$ cat config.mk
export PLATFORM = sky130hd
export DESIGN_NAME = uart_tx_arbiter
export DESIGN_NICKNAME = d
export VERILOG_FILES = /design/src/rtl/uart_pkg.sv /design/src/rtl/uart_baud_gen.sv /design/src/rtl/uart_tx_arbiter.sv
export SDC_FILE = /design/constraint.sdc
export NUM_CORES = 1
export LEC_CHECK = 0
export CAP_MARGIN = 0
export CELL_PAD_IN_SITES_DETAIL_PLACEMENT = 0
export CELL_PAD_IN_SITES_GLOBAL_PLACEMENT = 1
export CORE_UTILIZATION = 35
export DETAILED_ROUTE_END_ITERATION = 8
export PLACE_DENSITY = 0.69
export SYNTH_ARGS = -nofsm -noshare
export SYNTH_HDL_FRONTEND = slang
export SYNTH_HIERARCHICAL = 1
export SYNTH_SLANG_ARGS = --single-unit
$ cat constraint.sdc
create_clock -name clk -period 2.5 [get_ports clk]
set_input_delay 0.25 -clock clk [delete_from_list [all_inputs] [get_ports clk]]
set_output_delay 0.25 -clock clk [all_outputs]
set_load 0.05 [all_outputs]
$ cat src/rtl/uart_pkg.sv
// Shared UART types and constants for the transmit arbiter and the baud generator.
package uart_pkg;

   typedef enum logic [1:0] {
      IDLE  = 2'd0,
      START = 2'd1,
      BUSY  = 2'd2
   } state_t;

   localparam int UART_DATA_W     = 8;
   localparam int FRAME_BITS      = 10;
   localparam int DEFAULT_CLK_DIV = 868;  // 100 MHz / 115200 baud

   // One frame plus two bit-times of slack before a stuck transmitter is abandoned.
   function automatic int frame_timeout(input int clk_div);
      return (FRAME_BITS + 2) * clk_div;
   endfunction

endpackage

$ cat src/rtl/uart_baud_gen.sv
// Free-running baud enable: one-clk pulse every CLK_DIV cycles, shared by the TX and RX paths.
module uart_baud_gen
   import uart_pkg::*;
#(
   parameter int CLK_DIV = DEFAULT_CLK_DIV
) (
   input  logic clk,
   input  logic reset_n,
   output logic baud_tick
);

   localparam int CW = (CLK_DIV > 1) ? $clog2(CLK_DIV) : 1;
   localparam logic [CW-1:0] LAST = CW'(CLK_DIV - 1);
   localparam logic [CW-1:0] PRE  = CW'(CLK_DIV - 2);

   logic [CW-1:0] r_cnt;
   logic          r_tick;

   // The tick is registered one count early so it is high exactly while the count sits at LAST.
   always_ff @(posedge clk or negedge reset_n) begin
      if (!reset_n) begin
         r_cnt  <= '0;
         r_tick <= 1'b0;
      end else begin
         r_cnt  <= (r_cnt == LAST) ? '0 : r_cnt + 1'b1;
         r_tick <= (r_cnt == PRE);
      end
   end

   assign baud_tick = r_tick;

endmodule

$ cat src/rtl/uart_tx_arbiter.sv
// Round-robin sharing of one UART transmitter among NUM_REQ byte producers,
// with start/done sequencing, a BUSY timeout and the transmitter's baud enable.
module uart_tx_arbiter
   import uart_pkg::*;
#(
   parameter int NUM_REQ     = 4,
   parameter int CLK_DIV     = DEFAULT_CLK_DIV,
   parameter int TIMEOUT_CYC = frame_timeout(CLK_DIV),
   parameter int IDW         = $clog2(NUM_REQ)
) (
   input  logic                           clk,
   input  logic                           reset_n,
   input  logic [NUM_REQ-1:0]             req_valid,
   input  logic [UART_DATA_W*NUM_REQ-1:0] req_data,
   output logic [NUM_REQ-1:0]             req_ack,
   output logic                           tx_start,
   output logic [UART_DATA_W-1:0]         tx_data,
   output logic                           baud_tick,
   input  logic                           tx_done,
   output logic                           busy,
   output logic [IDW-1:0]                 grant_id,
   output logic                           timeout_err
);

   localparam int TW = $clog2(TIMEOUT_CYC + 1);

   state_t                 r_state;
   logic [NUM_REQ-1:0]     r_ack;
   logic                   r_tx_start;
   logic [UART_DATA_W-1:0] r_tx_data;
   logic                   r_busy;
   logic [IDW-1:0]         r_grant_id;
   logic                   r_timeout_err;
   logic                   r_tx_done_q;
   logic [TW-1:0]          r_tmo_cnt;

   logic [IDW-1:0]         w_winner;
   logic [UART_DATA_W-1:0] w_win_data;
   logic                   w_done;
   logic                   w_tmo_hit;

   // First valid index after the last grant, wrapping; returns last when nothing is valid.
   function automatic logic [IDW-1:0] rr_pick(input logic [IDW-1:0] last,
                                              input logic [NUM_REQ-1:0] valid);
      logic [IDW:0]   sum;
      logic [IDW-1:0] idx;
      logic           found;
      rr_pick = last;
      found   = 1'b0;
      for (int k = 1; k <= NUM_REQ; k++) begin
         sum = {1'b0, last} + (IDW+1)'(k);
         if (sum >= (IDW+1)'(NUM_REQ))
            sum = sum - (IDW+1)'(NUM_REQ);
         idx = sum[IDW-1:0];
         if (!found && valid[idx]) begin
            rr_pick = idx;
            found   = 1'b1;
         end
      end
   endfunction

   assign w_winner   = rr_pick(r_grant_id, req_valid);
   assign w_win_data = req_data[int'(w_winner)*UART_DATA_W +: UART_DATA_W];
   assign w_done     = tx_done & ~r_tx_done_q;
   assign w_tmo_hit  = ({1'b0, r_tmo_cnt} + 1'b1) >= (TW+1)'(TIMEOUT_CYC);

   uart_baud_gen #(
      .CLK_DIV   (CLK_DIV)
   ) u_baud_gen (
      .clk       (clk),
      .reset_n   (reset_n),
      .baud_tick (baud_tick)
   );

   always_ff @(posedge clk or negedge reset_n) begin
      if (!reset_n) begin
         r_state       <= IDLE;
         r_ack         <= '0;
         r_tx_start    <= 1'b0;
         r_tx_data     <= '0;
         r_busy        <= 1'b0;
         r_grant_id    <= IDW'(NUM_REQ - 1);
         r_timeout_err <= 1'b0;
         r_tx_done_q   <= 1'b0;
         r_tmo_cnt     <= '0;
      end else begin
         r_tx_done_q <= tx_done;
         r_ack       <= '0;
         r_tx_start  <= 1'b0;
         case (r_state)
            IDLE: begin
               if (|req_valid) begin
                  r_tx_data  <= w_win_data;
                  r_grant_id <= w_winner;
                  r_ack      <= NUM_REQ'(1) << w_winner;
                  r_busy     <= 1'b1;
                  r_state    <= START;
               end
            end
            START: begin
               r_tx_start <= 1'b1;
               r_tmo_cnt  <= '0;
               r_state    <= BUSY;
            end
            BUSY: begin
               // A done edge wins over a timeout landing in the same cycle.
               if (w_done) begin
                  r_busy  <= 1'b0;
                  r_state <= IDLE;
               end else if (w_tmo_hit) begin
                  r_timeout_err <= 1'b1;
                  r_busy        <= 1'b0;
                  r_state       <= IDLE;
               end else if (r_tmo_cnt != TW'(TIMEOUT_CYC)) begin
                  r_tmo_cnt <= r_tmo_cnt + 1'b1;
               end
            end
            default: begin
               r_busy  <= 1'b0;
               r_state <= IDLE;
            end
         endcase
      end
   end

   assign req_ack     = r_ack;
   assign tx_start    = r_tx_start;
   assign tx_data     = r_tx_data;
   assign busy        = r_busy;
   assign grant_id    = r_grant_id;
   assign timeout_err = r_timeout_err;

endmodule

# After elaboration in Yosys (flattened, before gate mapping)
# Index checks and enable logic that the tools add are counted.
[word_totals] mem_bits_rw=0 n_memories=0 latchBits=0 output_inout_bits=18 rom_bits=0 wordCells=96 register_bits=45 inputBits=39
[classes] muxes=35 bitwise_logic=4 magnitude_cmp=9 add_sub_neg=11 n_reduce_logical=14 shift=2 eq_ne=10 div_mod_pow=0 multipliers=0
[op_table] cell="2-to-1 mux 14 bit" count=3
[op_table] cell="indexed part select 32 x 6 -> 8 bit" count=1
[op_table] cell="case mux 14 bit (2 select lines)" count=1
[op_table] cell="2-to-1 mux 2 bit" count=11
[op_table] cell="== test 10 bit, second input constant" count=2
[op_table] cell="adder 14 x 1 -> 15 bit, second input constant" count=1
[op_table] cell=">= comparator 15 x 14 -> 1 bit, second input constant" count=1
[op_table] cell="adder 14 x 1 -> 14 bit, second input constant" count=1
[op_table] cell="inequality test 14 bit, second input constant" count=1
[op_table] cell=">= comparator 3 bit, second input constant" count=4
[op_table] cell="< comparator 2 x 3 -> 1 bit, second input constant" count=4
[op_table] cell="2-to-1 mux 1 bit" count=11
[op_table] cell="adder 10 x 1 -> 10 bit, second input constant" count=1
[op_table] cell="2-to-1 mux 10 bit" count=1
[op_table] cell="binary-select mux 1 bit (select 2 bit)" count=4
[op_table] cell="2-to-1 mux 4 bit" count=2
[op_table] cell="inequality test 2 bit, second input constant" count=4
[op_table] cell="subtractor 2 x 1 -> 2 bit, second input constant" count=4
[op_table] cell="adder 2 x 2 -> 3 bit, second input constant" count=2
[op_table] cell="case mux 2 bit (3 select lines)" count=1
[op_table] cell="AND reduction 3 bit" count=2
[op_table] cell="AND reduction 2 bit" count=2
[op_table] cell="AND reduction 4 bit" count=1
[op_table] cell="OR reduction 4 bit" count=1
[op_table] cell="other kinds (13)" count=19

# Depth between registers and ports, before layout
[depth] word_depth=18 ltp_mapped=10 depth_no_buf=7

# Modules after synthesis
# Netlist, hierarchy kept.
[by_module_without_submodules] mod="uart_tx_arbiter" seq_area_each_um2=853.3 area_per_inst_um2=2244.7 instances=1 cells_per_inst=231
[by_module_without_submodules] mod="uart_baud_gen" seq_area_each_um2=275.3 area_per_inst_um2=555.5 instances=1 cells_per_inst=53

# Worst setup path before layout
# Ideal clock, no wire load.
[synth_timing] kind="reg-to-reg" start="register r_tmo_cnt[0]" end="register r_tmo_cnt[9]" slack_ps=295 path_stages_with_launch=10 required_ps=2355 arrival_ps=2060 path_cell_list="dfrtp_1 > ha_1 > and3_1 > nand4_1 > o22ai_2 > or2_1 > buf_6 > buf_6 > o311ai_0 > o211ai_1"
[synth_via] elab_chain_cells=5
[synth_rtl] element="start: declaration" line_no="uart_tx_arbiter.sv:35" rtl="logic [TW-1:0] r_tmo_cnt;"
[synth_rtl] element="start signal: assignment" line_no="uart_tx_arbiter.sv:115" rtl="r_tmo_cnt <= r_tmo_cnt + 1'b1;"
[synth_rtl] element="branches (longest 5 deep; another with adder 14 x 1 -> 15 bit)"
# Several ways; the timed one is not identified. The select of a mux whose other input is x is not followed.
# A chain may end at the register's enable or synchronous reset.

# Worst setup path in the final report
[layout_timing] start="register r_tmo_cnt[1]" end="register r_tmo_cnt[11]"
# The elaborated chain is that of the path after synthesis.

==> metrics.yaml <==
outcome:
  status: "complete, no violations"
routing:
  dr.first_iter.drc_count: 146
  drt_pass1_iterations: 4
  avgViaCountPerCell: 5.46
  ant_nets: 0
  routed_wirelength_um: 6820
  vias: 2493
  drc: 0
  route.detailed.wl_per_inst_um: 14.9
worst_setup_path:
  crit_fanout: 10
  cp_cell_sequence: "ha_2 -> nand3_1 -> a2111oi_2 -> nor4_1 -> o21a_1 -> buf_4 -> or4_1 -> o211ai_1"
  crit_buf_inv: 1
  crit_family: "simple AND/OR/NAND/NOR gates"
  critical_path.max_stage_delay_ps: 480
  cp-start-kind: "register"
  required_ps: 2720
  endpoint_kind: "register"
  cp.arrival_ps: 2560
  criticalPathCategory: "register to register"
  slowest_stage: "or4_1"
power_and_ir_drop:
  p_clk_frac: 0.139
  sw_frac_of_total: 0.441
  power_frac_comb: 0.566
  p_leak_nw: 1.55
  powerDensity_nw_per_um2: 1110
  switching_power_mw: 1.82
  internal_power_mw: 2.30
  seqPwrFrac: 0.295
  irDropWorstVdd_mv: 0.630
logic_synthesis:
  syn_avg_cell_area_um2: 9.86
  yosys.area.top_type: "dfrtp_1"
  yosysUniqueCellTypes: 62
  synth_warnings: 6
  synthCells: 284
  synth_common_cells: "43 x dfrtp_1, 24 x mux2i_1, 23 x nand2_1, 14 x inv_1, 13 x nor2_1"
  ys_ff_latch: 45
  ys.flop_type: "dfrtp_1"
  synth.most_common_cell: "dfrtp_1"
  synth_area_leaders: "dfrtp_1 38%, mux2i_1 8.6%, mux2_2 3.2%"
  yosysTopAreaCellShare: 0.384
  syn-cell-area_um2: 2800
  async_flop_share: 1.00
  synth_edf_count: 0
  syn_nets: 327
  synth_seq_area_share: 0.403
cells_and_area:
  diodes: 0
  seq_area_um2: 1130
  multi_input_area_um2: 1520
  final_layout_size_suffix_gt1_frac: 0.169
  area_growth_pct: 32.7
  nets: 397
  fin_util: 0.481
  nFillCells: 734
global_routing:
  grt_pass1_vias: 2467
  track_usage: 0.176
  overflow: 0
  grt_max_degree: 46
  grt_pass1_wl_um: 11800
  grt_antenna_before_repair: 0
clock_network:
  tritoncts: "done"
  cts-htree-levels: 2
  cts_buffer_depth: 2
  numCtsBuffers: 5
  post_cts_buffers: 0
  cts_num_sinks: 45
  path_clk_slew_ps: 80
  clkLatencyLatePin_ps: 290
  cts_root_buf: "clkbuf_8"
timing:
  worst_hold_slack_ps: 17.5
  fin_crit_sh: 0.937
  period_needed_ps: 2340
  skew_ps: 7.66
  relSlewSlack: 0.606
  setup_tns_ps: 0
  drv_slew: 0
  hold_viol: 0
  fmax_mhz: 427
  rsz0062_at_grt: "false"
  setup_viol: 0
  tightest_slew_ps: 590
place:
  portBuffers: 56
  dp_hpwl_um: 4840
  gp_congestion: 0.853
floorplanning:
  pin_count: 57
  fp.dieH_um: 91.4
  start_util: 0.362
  rows: 32
  die-area_um2: 8360
  core_area_um2: 7730
  die_w_um: 91.4
worst_hold_path:
  hp-class: "primary input to asynchronous set/reset pin"
flow_run:
  maxCapViolations: 0
## worst reg2reg max path, cell delays in order, from the launching register on
cell	delay [ps]
dfrtp_2	420
ha_2	250
nand3_1	210
a2111oi_2	360
nor4_1	110
o21a_1	150
buf_4	180
or4_1	480
o211ai_1	100
## sequential cells by signal, summed over array words and instances, names as in the netlist
name                  cells
u_baud_gen/baud_tick      1
tx_start                  1
r_tx_done_q               1
u_baud_gen/r_cnt         10
timeout_err               1
r_state                   2
tx_data                   8
r_tmo_cnt                14
req_ack                   4
busy                      1
grant_id                  2
## placed cells by master, fill, tap and decap left out, drive strengths merged, types with 2 or more instances in the layout
cell           count
o311ai             9
buf               27
inv               14
nor2              13
or3                3
nor4               2
nand2b             5
and3               7
mux2               8
nor3               3
a21oi             10
and2               3
nor3b              2
nand2             23
and4               3
nand4              5
clkbuf             7
xnor2              2
o21ai             10
clkdlybuf4s50     55
a41oi              2
o211ai            11
a2111o             4
or4                5
dfstp              2
mux2i             24
o22ai              3
a2111oi            2
dfrtp             43
a311o              2
nand3             10
a31oi              6
o31ai              5
o22a               2
ha                 4
## power by group through the flow
stage | Sequential [mW] | Combinational [mW] | Clock (mW)
4_1_cts | 1.21 | 2.35 | 0.601
2_1_floorplan | 1.61 | 1.16 | 0
3_5_place_dp | 1.22 | 2.34 | 0
5_1_grt | 1.25 | 2.53 | 0.624
3_3_place_gp | 1.21 | 2.33 | 0
6_report | 1.21 | 2.33 | 0.572
## what timing repair did
item / CTS / global route
hold buffers: 0 / 0
resized for setup: 0 / 9
endpoints found under the setup margin: 0 / 15
## layout make-up
class	count	share of cell area
Clock inverter	1	0.00808
Clock buffer	7	0.0232
Sequential cell	45	0.305
Multi-Input combinational cell	206	0.410
Timing Repair Buffer	82	0.205
Tap cell	102	0.0343
Inverter	14	0.0141
## through the flow
step	total power, mW	area [um2]	std cells	setup WS, ps
floorplan	2.77	2800	284	295
global placement	3.55	3580	449	85.0
detailed placement	3.56	3580	449	56.5
CTS	4.16	3700	457	45.0
global route	4.40	3720	457	10.6
finish	4.12	3720	457	157
## per-layer routing
metal | track usage | share of wire | vias to the layer above | routed length, um
li1 | - | - | 1227 | -
met1 | 0.227 | 0.48 | 1177 | 3250
met2 | 0.283 | 0.45 | 79 | 3050
met3 | 0.0536 | 0.060 | 10 | 409
met4 | 0.0529 | 0.015 | 0 | 104
met5 | 0 | 0 | - | 0
## path summary, 6_finish.rpt
path                            slack [ps]                startpoint                       endpoint  cells past startpoint
worst max-delay path                   160  r_tmo_cnt[1]$_DFFE_PN0P_      r_tmo_cnt[11]$_DFFE_PN0P_                      8
worst min-delay path                    20                   reset_n             tx_start$_DFF_PN0_                      2
worst max register to register         160  r_tmo_cnt[1]$_DFFE_PN0P_      r_tmo_cnt[11]$_DFFE_PN0P_                      8
worst min register to register         470   timeout_err$_DFFE_PN0P_        timeout_err$_DFFE_PN0P_                      1
max in group asynchronous             2060                   reset_n  u_baud_gen/r_cnt[6]$_DFF_PN0_                      2
min in group clk                       420                   tx_done          r_tx_done_q$_DFF_PN0_                      1
## kinds of logic (layout without fill, tap and decap cells)
logic type,Yosys count,count (layout),synth area share
simple gates,86,86,0.171
mux,32,32,0.118
xor+xnor,3,3,0.00939
buf+inv,33,104,0.0603
fa+ha+maj,4,4,0.0179
compound gates,81,81,0.220
flops,45,45,0.403
Power figures use the tool's default switching activity.
